## config.mk

```make
export PLATFORM = sky130hd
export DESIGN_NAME = out_spike_buf
export DESIGN_NICKNAME = d
export VERILOG_FILES = /design/src/rtl/out_spike_buf_pkg.sv /design/src/rtl/out_spike_buf_prio_enc.sv /design/src/rtl/out_spike_buf.sv
export SDC_FILE = /design/constraint.sdc
export NUM_CORES = 1
export LEC_CHECK = 0
export CELL_PAD_IN_SITES_DETAIL_PLACEMENT = 0
export CELL_PAD_IN_SITES_GLOBAL_PLACEMENT = 1
export CORE_MARGIN = 5
export CORE_UTILIZATION = 50
export CTS_CLUSTER_SIZE = 40
export DETAILED_ROUTE_END_ITERATION = 10
export GPL_TIMING_DRIVEN = 0
export PLACE_DENSITY = 0.79
export SYNTH_ARGS = -nofsm -noshare
export SYNTH_HDL_FRONTEND = slang
export SYNTH_SLANG_ARGS = --single-unit
```

## constraint.sdc

```tcl
create_clock -name clk_i -period 9.7 [get_ports clk_i]
set_clock_uncertainty 0.15 [all_clocks]
set_input_delay 1.94 -clock clk_i [delete_from_list [all_inputs] [get_ports clk_i]]
set_output_delay 1.94 -clock clk_i [all_outputs]
set_load 0.005 [all_outputs]
```

## src/rtl/out_spike_buf_pkg.sv

```systemverilog
// rtl/out_spike_buf_pkg.sv - shared packet layout and drain FSM encoding
// Packet layout (MSB..LSB): {src_x[3:0], src_y[3:0], neuron_id[id_w-1:0]}.
package out_spike_buf_pkg;

  localparam int PKT_COORD_W = 4;

  typedef enum logic [1:0] {
    ST_IDLE = 2'd0,
    ST_SCAN = 2'd1,
    ST_SEND = 2'd2
  } state_e;

  function automatic int pkt_width(input int id_w);
    return 2 * PKT_COORD_W + id_w;
  endfunction

  function automatic int pkt_y_lsb(input int id_w);
    return id_w;
  endfunction

  function automatic int pkt_x_lsb(input int id_w);
    return id_w + PKT_COORD_W;
  endfunction

endpackage

```

## src/rtl/out_spike_buf_prio_enc.sv

```systemverilog
// rtl/out_spike_buf_prio_enc.sv - combinational lowest-set-bit finder
// Ports:
//   vec_i  in  N : request vector
//   idx_o  out W : index of the lowest set bit (0 when vec_i is empty)
//   any_o  out 1 : vec_i has at least one bit set
module spike_prio_enc #(
  parameter int N = 256,
  parameter int W = 8
) (
  input  logic [N-1:0] vec_i,
  output logic [W-1:0] idx_o,
  output logic         any_o
);

  // Scan from the top down so the last hit written is the lowest index.
  always_comb begin
    idx_o = '0;
    for (int i = N - 1; i >= 0; i--) begin
      if (vec_i[i]) idx_o = W'(i);
    end
  end

  assign any_o = |vec_i;

endmodule

```

## src/rtl/out_spike_buf.sv

```systemverilog
// rtl/out_spike_buf.sv - per-step fire-event collector and packet drainer
// Ports:
//   clk_i, rst_n_i          : clock, async active-low reset
//   spikeWrEn_i/Addr_i/_i   : neuron engine result strobe, index, fired flag
//   stepDone_i              : single-cycle end-of-step pulse
//   pkt_o/pkt_valid_o/pkt_ready_i : packet stream to the local router port
//   busy_o                  : drain in progress
//   stepSent_o              : pulse when every packet of a step was accepted
//   spikeCnt_o              : packets sent in the last completed step
//   overrun_o               : sticky, step end seen while still draining
module out_spike_buf
  import out_spike_buf_pkg::*;
#(
  parameter int NUM_NEURONS          = 256,
  parameter int NEURON_CNT_BIT_WIDTH = 8,
  parameter int SRC_X                = 0,
  parameter int SRC_Y                = 0
) (
  input  logic                                         clk_i,
  input  logic                                         rst_n_i,
  input  logic                                         spikeWrEn_i,
  input  logic [NEURON_CNT_BIT_WIDTH-1:0]              spikeAddr_i,
  input  logic                                         spike_i,
  input  logic                                         stepDone_i,
  output logic [pkt_width(NEURON_CNT_BIT_WIDTH)-1:0]   pkt_o,
  output logic                                         pkt_valid_o,
  input  logic                                         pkt_ready_i,
  output logic                                         busy_o,
  output logic                                         stepSent_o,
  output logic [NEURON_CNT_BIT_WIDTH:0]                spikeCnt_o,
  output logic                                         overrun_o
);

  localparam int W  = NEURON_CNT_BIT_WIDTH;
  localparam int PW = pkt_width(W);
  localparam logic [PKT_COORD_W-1:0] SRC_X_C = PKT_COORD_W'(SRC_X);
  localparam logic [PKT_COORD_W-1:0] SRC_Y_C = PKT_COORD_W'(SRC_Y);

  logic [NUM_NEURONS-1:0] collect_q, collect_d;
  logic [NUM_NEURONS-1:0] send_q;
  logic [NUM_NEURONS-1:0] wr_vec;
  state_e                 state_q;
  logic [W:0]             cnt_q;
  logic [PW-1:0]          pkt_q;
  logic                   pkt_valid_q;
  logic                   busy_q;
  logic                   step_sent_q;
  logic [W:0]             spike_cnt_q;
  logic                   overrun_q;

  logic                   wr_ok;
  logic [W-1:0]           enc_idx;
  logic                   enc_any;
  logic                   step_accept;

  // Widen the address by one bit so NUM_NEURONS == 2**W still compares correctly.
  assign wr_ok = spikeWrEn_i && spike_i &&
                 ({1'b0, spikeAddr_i} < (W + 1)'(NUM_NEURONS));

  always_comb begin
    wr_vec = '0;
    for (int i = 0; i < NUM_NEURONS; i++) begin
      wr_vec[i] = wr_ok && (spikeAddr_i == W'(i));
    end
  end

  assign step_accept = (state_q == ST_IDLE) && stepDone_i;

  // The collect side never waits on the drain; it is only cleared when a step is handed over.
  always_comb begin
    collect_d = collect_q | wr_vec;
    if (step_accept) collect_d = '0;
  end

  // One encoder serves both SCAN and SEND: the bit being sent is already
  // cleared from send_q, so its output is always the next packet to load.
  spike_prio_enc #(
    .N(NUM_NEURONS),
    .W(W)
  ) u_prio_enc (
    .vec_i(send_q),
    .idx_o(enc_idx),
    .any_o(enc_any)
  );

  always_ff @(posedge clk_i or negedge rst_n_i) begin
    if (!rst_n_i) begin
      collect_q <= '0;
    end else begin
      collect_q <= collect_d;
    end
  end

  always_ff @(posedge clk_i or negedge rst_n_i) begin
    if (!rst_n_i) begin
      state_q     <= ST_IDLE;
      send_q      <= '0;
      cnt_q       <= '0;
      pkt_q       <= '0;
      pkt_valid_q <= 1'b0;
      busy_q      <= 1'b0;
      step_sent_q <= 1'b0;
      spike_cnt_q <= '0;
      overrun_q   <= 1'b0;
    end else begin
      step_sent_q <= 1'b0;
      if (stepDone_i && (state_q != ST_IDLE)) overrun_q <= 1'b1;

      case (state_q)
        ST_IDLE: begin
          if (stepDone_i) begin
            // A write landing with the step-end pulse belongs to the finished step.
            send_q  <= collect_q | wr_vec;
            cnt_q   <= '0;
            busy_q  <= 1'b1;
            state_q <= ST_SCAN;
          end
        end

        ST_SCAN: begin
          if (!enc_any) begin
            busy_q      <= 1'b0;
            step_sent_q <= 1'b1;
            spike_cnt_q <= '0;
            state_q     <= ST_IDLE;
          end else begin
            pkt_q           <= {SRC_X_C, SRC_Y_C, enc_idx};
            send_q[enc_idx] <= 1'b0;
            pkt_valid_q     <= 1'b1;
            state_q         <= ST_SEND;
          end
        end

        ST_SEND: begin
          if (pkt_ready_i) begin
            cnt_q <= cnt_q + (W + 1)'(1);
            if (enc_any) begin
              pkt_q           <= {SRC_X_C, SRC_Y_C, enc_idx};
              send_q[enc_idx] <= 1'b0;
            end else begin
              pkt_valid_q <= 1'b0;
              busy_q      <= 1'b0;
              step_sent_q <= 1'b1;
              spike_cnt_q <= cnt_q + (W + 1)'(1);
              state_q     <= ST_IDLE;
            end
          end
        end

        default: begin
          pkt_valid_q <= 1'b0;
          busy_q      <= 1'b0;
          state_q     <= ST_IDLE;
        end
      endcase
    end
  end

  assign pkt_o       = pkt_q;
  assign pkt_valid_o = pkt_valid_q;
  assign busy_o      = busy_q;
  assign stepSent_o  = step_sent_q;
  assign spikeCnt_o  = spike_cnt_q;
  assign overrun_o   = overrun_q;

endmodule
```

== After elaboration in Yosys (flattened, before gate mapping) ==
Index checks and enable logic that the tools add are counted.

* $add $sub $neg: 1
* Magnitude comparators: 2
* Eq/ne operators: 262
* Mux-type cells: 289
* Bitwise logic cells: 4
* Reductions and logical operators: 274

{| class="wikitable"
|+ Operators by type and width
! operator !! count
|-
| 8-bit 2-to-1 mux || 256
|-
| 8-bit == test (second input constant) || 128
|-
| 256-bit 2-to-1 mux || 4
|-
| 256-bit case mux with 3 select lines || 1
|-
| 8-bit by 7-bit == test with 1-bit output (second input constant) || 64
|-
| 1-bit logical AND || 260
|-
| 256-bit AND || 1
|-
| 8-bit by 6-bit == test with 1-bit output (second input constant) || 32
|-
| 256-bit NOT || 1
|-
| 256-bit bitwise OR || 1
|-
| 256-bit OR reduction || 1
|-
| 8-bit by 5-bit == test with 1-bit output (second input constant) || 16
|-
| 8-bit by 4-bit == test with 1-bit output (second input constant) || 8
|-
| 9-bit 2-to-1 mux || 5
|-
| 9-bit case mux with 2 select lines || 2
|-
| 8-bit by 3-bit == test with 1-bit output (second input constant) || 4
|-
| 16-bit 2-to-1 mux || 2
|-
| 16-bit case mux with 2 select lines || 1
|-
| 8-bit by 2-bit == test with 1-bit output (second input constant) || 2
|-
| 2-bit inequality test (second input constant) || 5
|-
| 9-bit by 1-bit adder with 9-bit output (second input constant) || 1
|-
| 8-bit by 9-bit < comparator with 1-bit output (second input constant) || 1
|-
| 1-bit 2-to-1 mux || 9
|-
| 3-bit AND reduction || 3
|-
| other kinds (16) || 24
|}

* Register bits after elaboration: 552
* Output and inout bits: 29
* Word-level logic and storage cells: 842

== Depth between registers and ports, before layout ==
Gate-level depths: netlist of run 1.

* Word-level depth: 265
* Mapped depth: 12
* Depth with buffers taken out: 11

== Cells and area by module ==
A second synthesis of run 1 with hierarchy kept.

* Cells, all modules: 2,808
* Area, all modules: 26,287.7 µm²

{| class="wikitable"
|+ Modules (own cells, without submodules)
! module !! instances !! cells an instance !! area each (µm²) !! seq. area each (µm²)
|-
| out_spike_buf || 1 || 2,184 || 22,844.4 || 13,613.1
|-
| spike_prio_enc || 1 || 624 || 3,443.3 || 0.0
|}

== Least setup slack after synthesis of run 1 ==
No wires, ideal clock.

* Kind: input -> register
* From: input spikeAddr_i[0]
* To: register send_q[146]
* Setup time: 104 ps
* Data arrival time: 3,602 ps
* Required time: 9,446 ps
* Slack: 5,844 ps
* Cell stages on the path: 7
* Buffers on the path: 3
* Path through: clkbuf_1 > nand2b_1 > clkbuf_1 > nor4_1 > clkbuf_1 > a21oi_1 > a221oi_1

* Word-level cells in the longest chain between the ends: 5

{| class="wikitable"
|+ RTL lines
! what !! line !! source
|-
| start, declared || out_spike_buf.sv:22 || <nowiki>input logic [NEURON_CNT_BIT_WIDTH-1:0] spikeAddr_i,</nowiki>
|-
| 8-bit == test || out_spike_buf.sv:63 || <nowiki>wr_vec[i] = wr_ok && (spikeAddr_i == W'(i));</nowiki>
|-
| 1-bit logical AND || out_spike_buf.sv:63 ||
|-
| 256-bit bitwise OR || out_spike_buf.sv:113 || <nowiki>send_q <= collect_q | wr_vec;</nowiki>
|-
| 256-bit 2-to-1 mux || out_spike_buf.sv:111 || <nowiki>if (stepDone_i) begin</nowiki>
|-
| 256-bit case mux with 3 select lines || out_spike_buf.sv:109 || <nowiki>case (state_q)</nowiki>
|-
| end signal, assigned || out_spike_buf.sv:113 ||
|-
| end, declared || out_spike_buf.sv:40 || <nowiki>logic [NUM_NEURONS-1:0] send_q;</nowiki>
|}

No other way between the ends. The select of a mux whose other input is x is not followed.
A chain may end at the register's enable or synchronous reset.

== Worst setup path in the final report of run 1 ==
* From: register send_q[63]
* To: register send_q[148]

* Word-level cells in the longest chain between the ends: 73

{| class="wikitable"
|+ RTL lines
! what !! line !! source
|-
| 8-bit 2-to-1 mux (64 in a row) || out_spike_buf_prio_enc.sv:19 || <nowiki>if (vec_i[i]) idx_o = W'(i);</nowiki>
|-
| 8-bit by 9-bit < comparator with 1-bit output (not written as such) / 8-bit by 1-bit greater-or-equal comparator with 1-bit output (equally long branches) || out_spike_buf.sv:128, out_spike_buf.sv:139 ||
|-
| 1-bit logical AND (not written as such) || out_spike_buf.sv:128, out_spike_buf.sv:139 ||
|-
| 1-bit 2-to-1 mux (not written as such) || out_spike_buf.sv:128, out_spike_buf.sv:139 ||
|-
| 1-bit demux with 8-bit select || out_spike_buf.sv:128, out_spike_buf.sv:139 ||
|-
| 256-bit NOT (no line) || n/a ||
|-
| 256-bit AND (no line) || n/a ||
|-
| 256-bit 2-to-1 mux * || out_spike_buf.sv:121, out_spike_buf.sv:137 ||
|-
| 256-bit 2-to-1 mux || out_spike_buf.sv:135 || <nowiki>if (pkt_ready_i) begin</nowiki>
|-
| 256-bit case mux with 3 select lines * || out_spike_buf.sv:109 ||
|}

Every way passes the cells marked *; elsewhere a longest branch is shown, timed or not. The select of a mux whose other input is x is not followed.

==> flow_metrics.env, run 1 <==
export IMPL_dieArea_sq_um=55800
export IMPL_avgSynthCellArea_sq_um=8.95
export IMPL_grt_overflow_total=0
export IMPL_critPathKind="flop to flop"
export IMPL_cts_tree="done"
export IMPL_p_sw_frac=0.435
export IMPL_syn_inst=2857
export IMPL_leakagePower_nw=13.1
export IMPL_pwr_density_cell_nw_per_um2=297
export IMPL_slew_viol_final=50
export IMPL_first_iter_violations=3145
export IMPL_p_clk_frac=0.279
export IMPL_core_area_sq_um=50400
export IMPL_cts_resized=0
export IMPL_num_vias=24263
export IMPL_critPathMaxStageDelay_ns=1.09
export IMPL_hold_buffers=0
export IMPL_pwr_share_seq=0.323
export IMPL_grt_max_degree=126
export IMPL_ys_ff_latch=544
export IMPL_wirelength_mm=100
export IMPL_max_freq_mhz=165
export IMPL_dr_pass1_iters=6
export IMPL_place_port_buffers=30
export IMPL_syn_area_sq_um=25600
export IMPL_hold_viol_final=0
export IMPL_path_max_fanout=10
export IMPL_synth_main_ff_cell="dfrtp_1"
export IMPL_fin_setup_tns_ns=0
export IMPL_path_common_cell="nor4_1"
export IMPL_path_clk_slew_ns=0.06
export IMPL_cts_buffers=59
export IMPL_remaining_drc_errors=0
export IMPL_synth_most_common_cell="a21oi_1"
export IMPL_cp_arrival_ns=6.38
export IMPL_slew_headroom=-0.0694
export IMPL_drtAntennaViolNets=0
export IMPL_die_y_microns=236
export IMPL_drv_cap=5
export IMPL_yosysWarnings=0
export IMPL_htreeDepth=2
export IMPL_start_kind="flop"
export IMPL_violations="max-capacitance violations, max-slew violations"
export IMPL_final_area_sq_um=29100
export IMPL_synth_area_top_cells="dfrtp_1 53%, a21oi_1 13%, nor2_1 9.4%"
export IMPL_power_frac_comb=0.398
export IMPL_yosys_area_share_simple=0.205
export IMPL_yosys_area_share_xor_xnor=0.00103
export IMPL_period_needed_ns=6.07
export IMPL_nets=2987
export IMPL_grt_util_all_layers=0.348
export IMPL_p_switching_mw=3.76
export IMPL_status="finished with violations"
export IMPL_peakVddDrop_mv=0.205
export IMPL_grt_pass1_wl_mm=148
export IMPL_clkLatencyLatePin_ns=0.65
export IMPL_clockBufferDepth=3
export IMPL_start_util=0.508
export IMPL_synth_area_mux_share=0.00259
export IMPL_crit_path_top_delay_cell="o21ai_1"
export IMPL_synth_top_cell_by_area="dfrtp_1"
export IMPL_setup_viol_count_final=0
export IMPL_min_period_over_period=0.626
export IMPL_avgViaCountPerCell=6.57
export IMPL_synth_cell_types=80
export IMPL_cp_required_ns=10.02
export IMPL_routabilityCongestion=0.978
export IMPL_rows=82
export IMPL_grt_pass1_vias=23015
export IMPL_async_reset_ff_frac=1.00
export IMPL_post_cts_buffers=0
export IMPL_tightest_slew_ns=1.59
export IMPL_drive_gt1_frac=0.0676
export IMPL_root_buffer="clkbuf_16"
export IMPL_critPathCaptureType="flop"
export IMPL_pin_count=43
export IMPL_antenna_found_initial=1
export IMPL_rsz0062_at_grt="no"
export IMPL_hold_slack_ns=0.307
export IMPL_avgRoutedWirePerCell_microns=27.1
export IMPL_crit_chain="nor4_1, a211oi_1, nor4_1, o211ai_1, a31oi_1, nor3_1, o21ai_1, clkbuf_1, and2_1, a221oi_1"
export IMPL_synthAdderAreaFrac=0.00245
export IMPL_die_x_microns=236
export IMPL_diodes=0
export IMPL_synth_top_area_frac=0.532
export IMPL_numClockSinks=544
export IMPL_ys_top_cells_by_count="658 x a21oi_1, 641 x nor2_1, 544 x dfrtp_1"
export IMPL_intPower_mw=4.88
export IMPL_min_path_type="flop to flop"
export IMPL_yosysSeqAreaShare=0.532
export IMPL_place_hpwl_mm=70.4
export IMPL_placed_area_sq_um=27000
export IMPL_synth_top_family_by_area="compound AO/OA/AOI/OAI gates"
export IMPL_syn2layout_area_growth_pct=13.8
export IMPL_synth_edff_count=0
export IMPL_synth_compound_area_share=0.220
-- path summary, 6_finish.rpt --
| kind | startpoint | endpoint | slack, ns | cells past startpoint |
|---|---|---|---|---|
| worst max-delay path | send_q[63] | send_q[148] | 3.63 | 10 |
| worst min-delay path | overrun_o | overrun_o | 0.31 | 1 |
| worst max register to register | send_q[63] | send_q[148] | 3.63 | 10 |
| worst min register to register | overrun_o | overrun_o | 0.31 | 1 |
| max in group asynchronous | rst_n_i | collect_q[141] | 6.72 | 3 |
| min in group asynchronous | rst_n_i | spikeCnt_o[3] | 1.13 | 1 |
-- registers in the layout, summed over array words and instances (netlist names) --
register and cells:
pkt_o 8, pkt_valid_o 1, busy_o 1, stepSent_o 1, send_q 256, spikeCnt_o 9, cnt_q 9, collect_q 256
overrun_o 1, state_q 2
-- power groups by stage --
stage | clock, mW | combinational [mW] | sequential, mW
global route | 2.51 | 3.62 | 2.81
global placement | 0 | 3.27 | 2.81
detailed placement | 0 | 3.33 | 2.81
finish | 2.41 | 3.44 | 2.79
CTS | 2.42 | 3.34 | 2.77
floorplan | 0 | 2.03 | 2.72
-- critical path, delay by kind of cell (launching register included) --
family | cells | cell delay [ns]
AO/OA/AOI/OAI | 5 | 2.25
AND/OR/NAND/NOR | 4 | 2.09
buffers and inverters | 1 | 0.98
flip-flops | 1 | 0.42
-- cells in the final DEF (no fill, tap or decap), types with 9 or more instances in the layout --
cell type,synthesis,final
a2111oi_0,9,9
a211oi_1,18,18
a21o_1,9,9
a21oi_1,658,658
a221oi_1,70,70
a221oi_2,10,10
a31oi_1,9,9
and2_1,23,23
and3_1,9,9
buf_2,21,21
buf_4,12,18
clkbuf_1,138,145
clkbuf_16,0,60
clkbuf_8,0,14
clkdlybuf4s50_1,0,29
clkinv_2,0,13
dfrtp_1,544,544
inv_1,51,51
nand2_1,66,66
nand2b_1,30,30
nand3_1,28,28
nand4_1,29,29
nor2_1,641,641
nor2b_1,33,33
nor3_1,88,85
nor4_1,98,91
o211ai_1,12,12
o21a_1,14,14
o21ai_0,52,52
o21bai_1,11,11
o31ai_1,22,22
or4_1,23,23
-- cell type report --
cell class                 count  area [sq um]
fill                        4619         21300
sequential                   544         13600
multi-input combinational   2094         11100
clock buffer                  86          1740
tap                          672           841
buffer                       175           749
timing repair buffer          43           502
clock inverter                26           335
inverter                      51           191
-- cell families (layout without fill, tap and decap cells) --
| logic type | Yosys count | after routing |
|---|---|---|
| fa+ha+maj | 5 | 5 |
| flops | 544 | 544 |
| compound gates | 953 | 953 |
| xor+xnor | 3 | 3 |
| simple gates | 1119 | 1119 |
| mux | 6 | 6 |
| buf+inv | 226 | 381 |
| other cells | 1 | 8 |
-- layer usage --
layer	wire [microns]	track usage	up-vias
met5	0	0	-
met4	4540	0.136	0
met3	9220	0.0700	247
met2	44500	0.532	1274
met1	41800	0.495	12242
li1	-	-	10500
-- stage by stage --
stage | setup WS (ns) | util | std cells | power [mW]
2_1_floorplan | 5.84 | - | 2864 | 4.75
3_3_place_gp | -17.15 | 0.531 | 3566 | 6.08
3_5_place_dp | 3.70 | 0.536 | 3578 | 6.14
4_1_cts | 3.97 | 0.577 | 3690 | 8.53
5_1_grt | 3.76 | 0.577 | 3691 | 8.95
6_report | 3.63 | 0.577 | 3691 | 8.64
(Power assumes the default switching activity.)
==> run 2: changes to the inputs <==
- CORE_UTILIZATION: 50 -> 49
- PLACE_DENSITY: 0.79 -> 0.77
- clock period: 9.7 -> 5.8 ns (I/O delays scaled with it)
==> flow_metrics.env, run 2 (synthesis results as in run 1) <==
export IMPL_status="finished with violations"
export IMPL_violations="max-capacitance violations, max-slew violations"
export IMPL_min_path_type="flop to flop"
export IMPL_first_iter_violations=3057
export IMPL_hold_start="overrun_o"
export IMPL_r2r_setup_slack_ns=0.28
export IMPL_hold_viol_final=0
export IMPL_num_vias=24033
export IMPL_crit_buf_inv=1
export IMPL_max_freq_mhz=181
export IMPL_start_kind="flop"
export IMPL_dieArea_sq_um=56900
export IMPL_wirelength_mm=101
export IMPL_pwr_density_cell_nw_per_um2=494
export IMPL_regToRegStartpoint="send_q[63]"
export IMPL_fin_setup_tns_ns=0
export IMPL_rsz0062_at_grt="no"
export IMPL_antenna_found_initial=3
export IMPL_place_port_buffers=30
export IMPL_remaining_drc_errors=0
export IMPL_period_needed_ns=5.52
export IMPL_drv_cap=6
export IMPL_numClockSinks=544
export IMPL_cts_buffers=58
export IMPL_crit_chain="nor4_1, a211oi_1, nor4_1, o211ai_1, a31oi_1, nor3_1, o21ai_1, clkbuf_2, and2_1, a221oi_1"
export IMPL_min_period_over_period=0.951
export IMPL_grt_overflow_total=0
export IMPL_nets=2985
export IMPL_slew_viol_final=55
export IMPL_crit_path_top_delay_cell="o21ai_1"
export IMPL_grt_util_all_layers=0.346
export IMPL_htreeDepth=2
export IMPL_path_max_fanout=10
export IMPL_dr_pass1_iters=8
export IMPL_cp_required_ns=6.12
export IMPL_place_hpwl_mm=70.5
export IMPL_layout_common_cells="658 x a21oi_1, 641 x nor2_1, 544 x dfrtp_1, 145 x clkbuf_1, 91 x nor4_1"
export IMPL_path_common_cell="nor4_1"
export IMPL_core_area_sq_um=51500
export IMPL_root_buffer="clkbuf_16"
export IMPL_grt_pass1_wl_mm=148
export IMPL_start_util=0.497
export IMPL_path_clk_slew_ns=0.06
export IMPL_holdPathEnd="overrun_o"
export IMPL_layout_commonest_cell="a21oi_1"
export IMPL_cts_tree="done"
export IMPL_leakagePower_nw=13.0
export IMPL_clkLatencyLatePin_ns=0.65
export IMPL_dpl_worst_slack_ns=0.243
export IMPL_grt_pass1_vias=22846
export IMPL_setup_viol_count_final=0
export IMPL_rr_endpoint="send_q[132]"
export IMPL_avgRoutedWirePerCell_microns=27.3
export IMPL_critPathKind="flop to flop"
export IMPL_die_x_microns=238
export IMPL_critPathMaxStageDelay_ns=1.03
export IMPL_critPathCaptureType="flop"
export IMPL_routabilityCongestion=0.991
export IMPL_reg_largest_list="collect_q: 256 flops, send_q: 256 flops"
export IMPL_syn2layout_area_growth_pct=13.3
export IMPL_peakVddDrop_mv=0.266
export IMPL_rr_worst_depth=10
export IMPL_cp_arrival_ns=5.83
export IMPL_grt_max_degree=126
export IMPL_crit_family="compound AO/OA/AOI/OAI gates"
export IMPL_clockBufferDepth=3
export IMPL_die_y_microns=238
export IMPL_tightest_slew_ns=1.54
export IMPL_avgViaCountPerCell=6.50
export IMPL_pin_count=43
export IMPL_drtAntennaViolNets=0
export IMPL_drive_gt1_frac=0.0663
export IMPL_holdPathStages=1
export IMPL_rows=83
export IMPL_worst_slack_ns=0.285
export IMPL_fill_cells=4795
export IMPL_slew_headroom=-0.0294
export IMPL_cp_depth=10
run 2: worst max path at each step:
stage | startpoint | endpoint
2_1_floorplan | spikeAddr_i[0] | send_q[146]
3_3_place_gp | rst_n_i | collect_q[182]
3_5_place_dp | send_q[63] | send_q[134]
4_1_cts | send_q[63] | send_q[132]
5_1_grt | send_q[23] | send_q[84]
6_report | send_q[63] | send_q[132]
run 2: layer usage:
metal  part of all wire  vias up  global-route usage
met1               0.42    12010               0.485
met3              0.092      272              0.0747
met5            0.00015        -                   0
met2               0.44     1263               0.525
met4              0.050        2               0.146
li1                   -    10486                   -
run 2: cell type report:
class	count	area [sq um]	share of cell area
clock inverters	25	303	0.0104
well taps	680	851	0.0294
diodes	1	2.50	0.0000863
clock buffers	84	1670	0.0576
plain buffers	175	752	0.0259
flip-flops and latches	544	13600	0.470
inverters	51	191	0.00661
repair buffers	42	487	0.0168
multi-input cells	2094	11100	0.383
run 2: power by group:
group          total, mW  internal, mW  switching, mW
Sequential          4.67          4.19          0.480
Combinational       5.76          1.58           4.18
Clock               3.89          2.26           1.63
Total               14.3          8.03           6.29
run 2: what timing repair did:
item | in CTS | in global routing
endpoints found under the setup margin | 0 | 33
hold buffers | 0 | 0
gates resized for setup | 0 | 3
buffers inserted | 0 | 0
run 2: stage by stage:
| step | hold slack (ns) | utilization | instances | instance area (sq um) | power, mW |
|---|---|---|---|---|---|
| final | 0.312 | 0.563 | 3696 | 29000 | 14.3 |
| after global routing | 0.327 | 0.563 | 3695 | 29000 | 14.9 |
| after CTS | 0.314 | 0.562 | 3695 | 29000 | 14.2 |
| after detailed placement | 0.300 | 0.524 | 3586 | 27000 | 10.3 |
| after global placement | 0.293 | 0.519 | 3574 | 26800 | 10.2 |
| after floorplan | 0.297 | - | 2864 | 25600 | 7.94 |
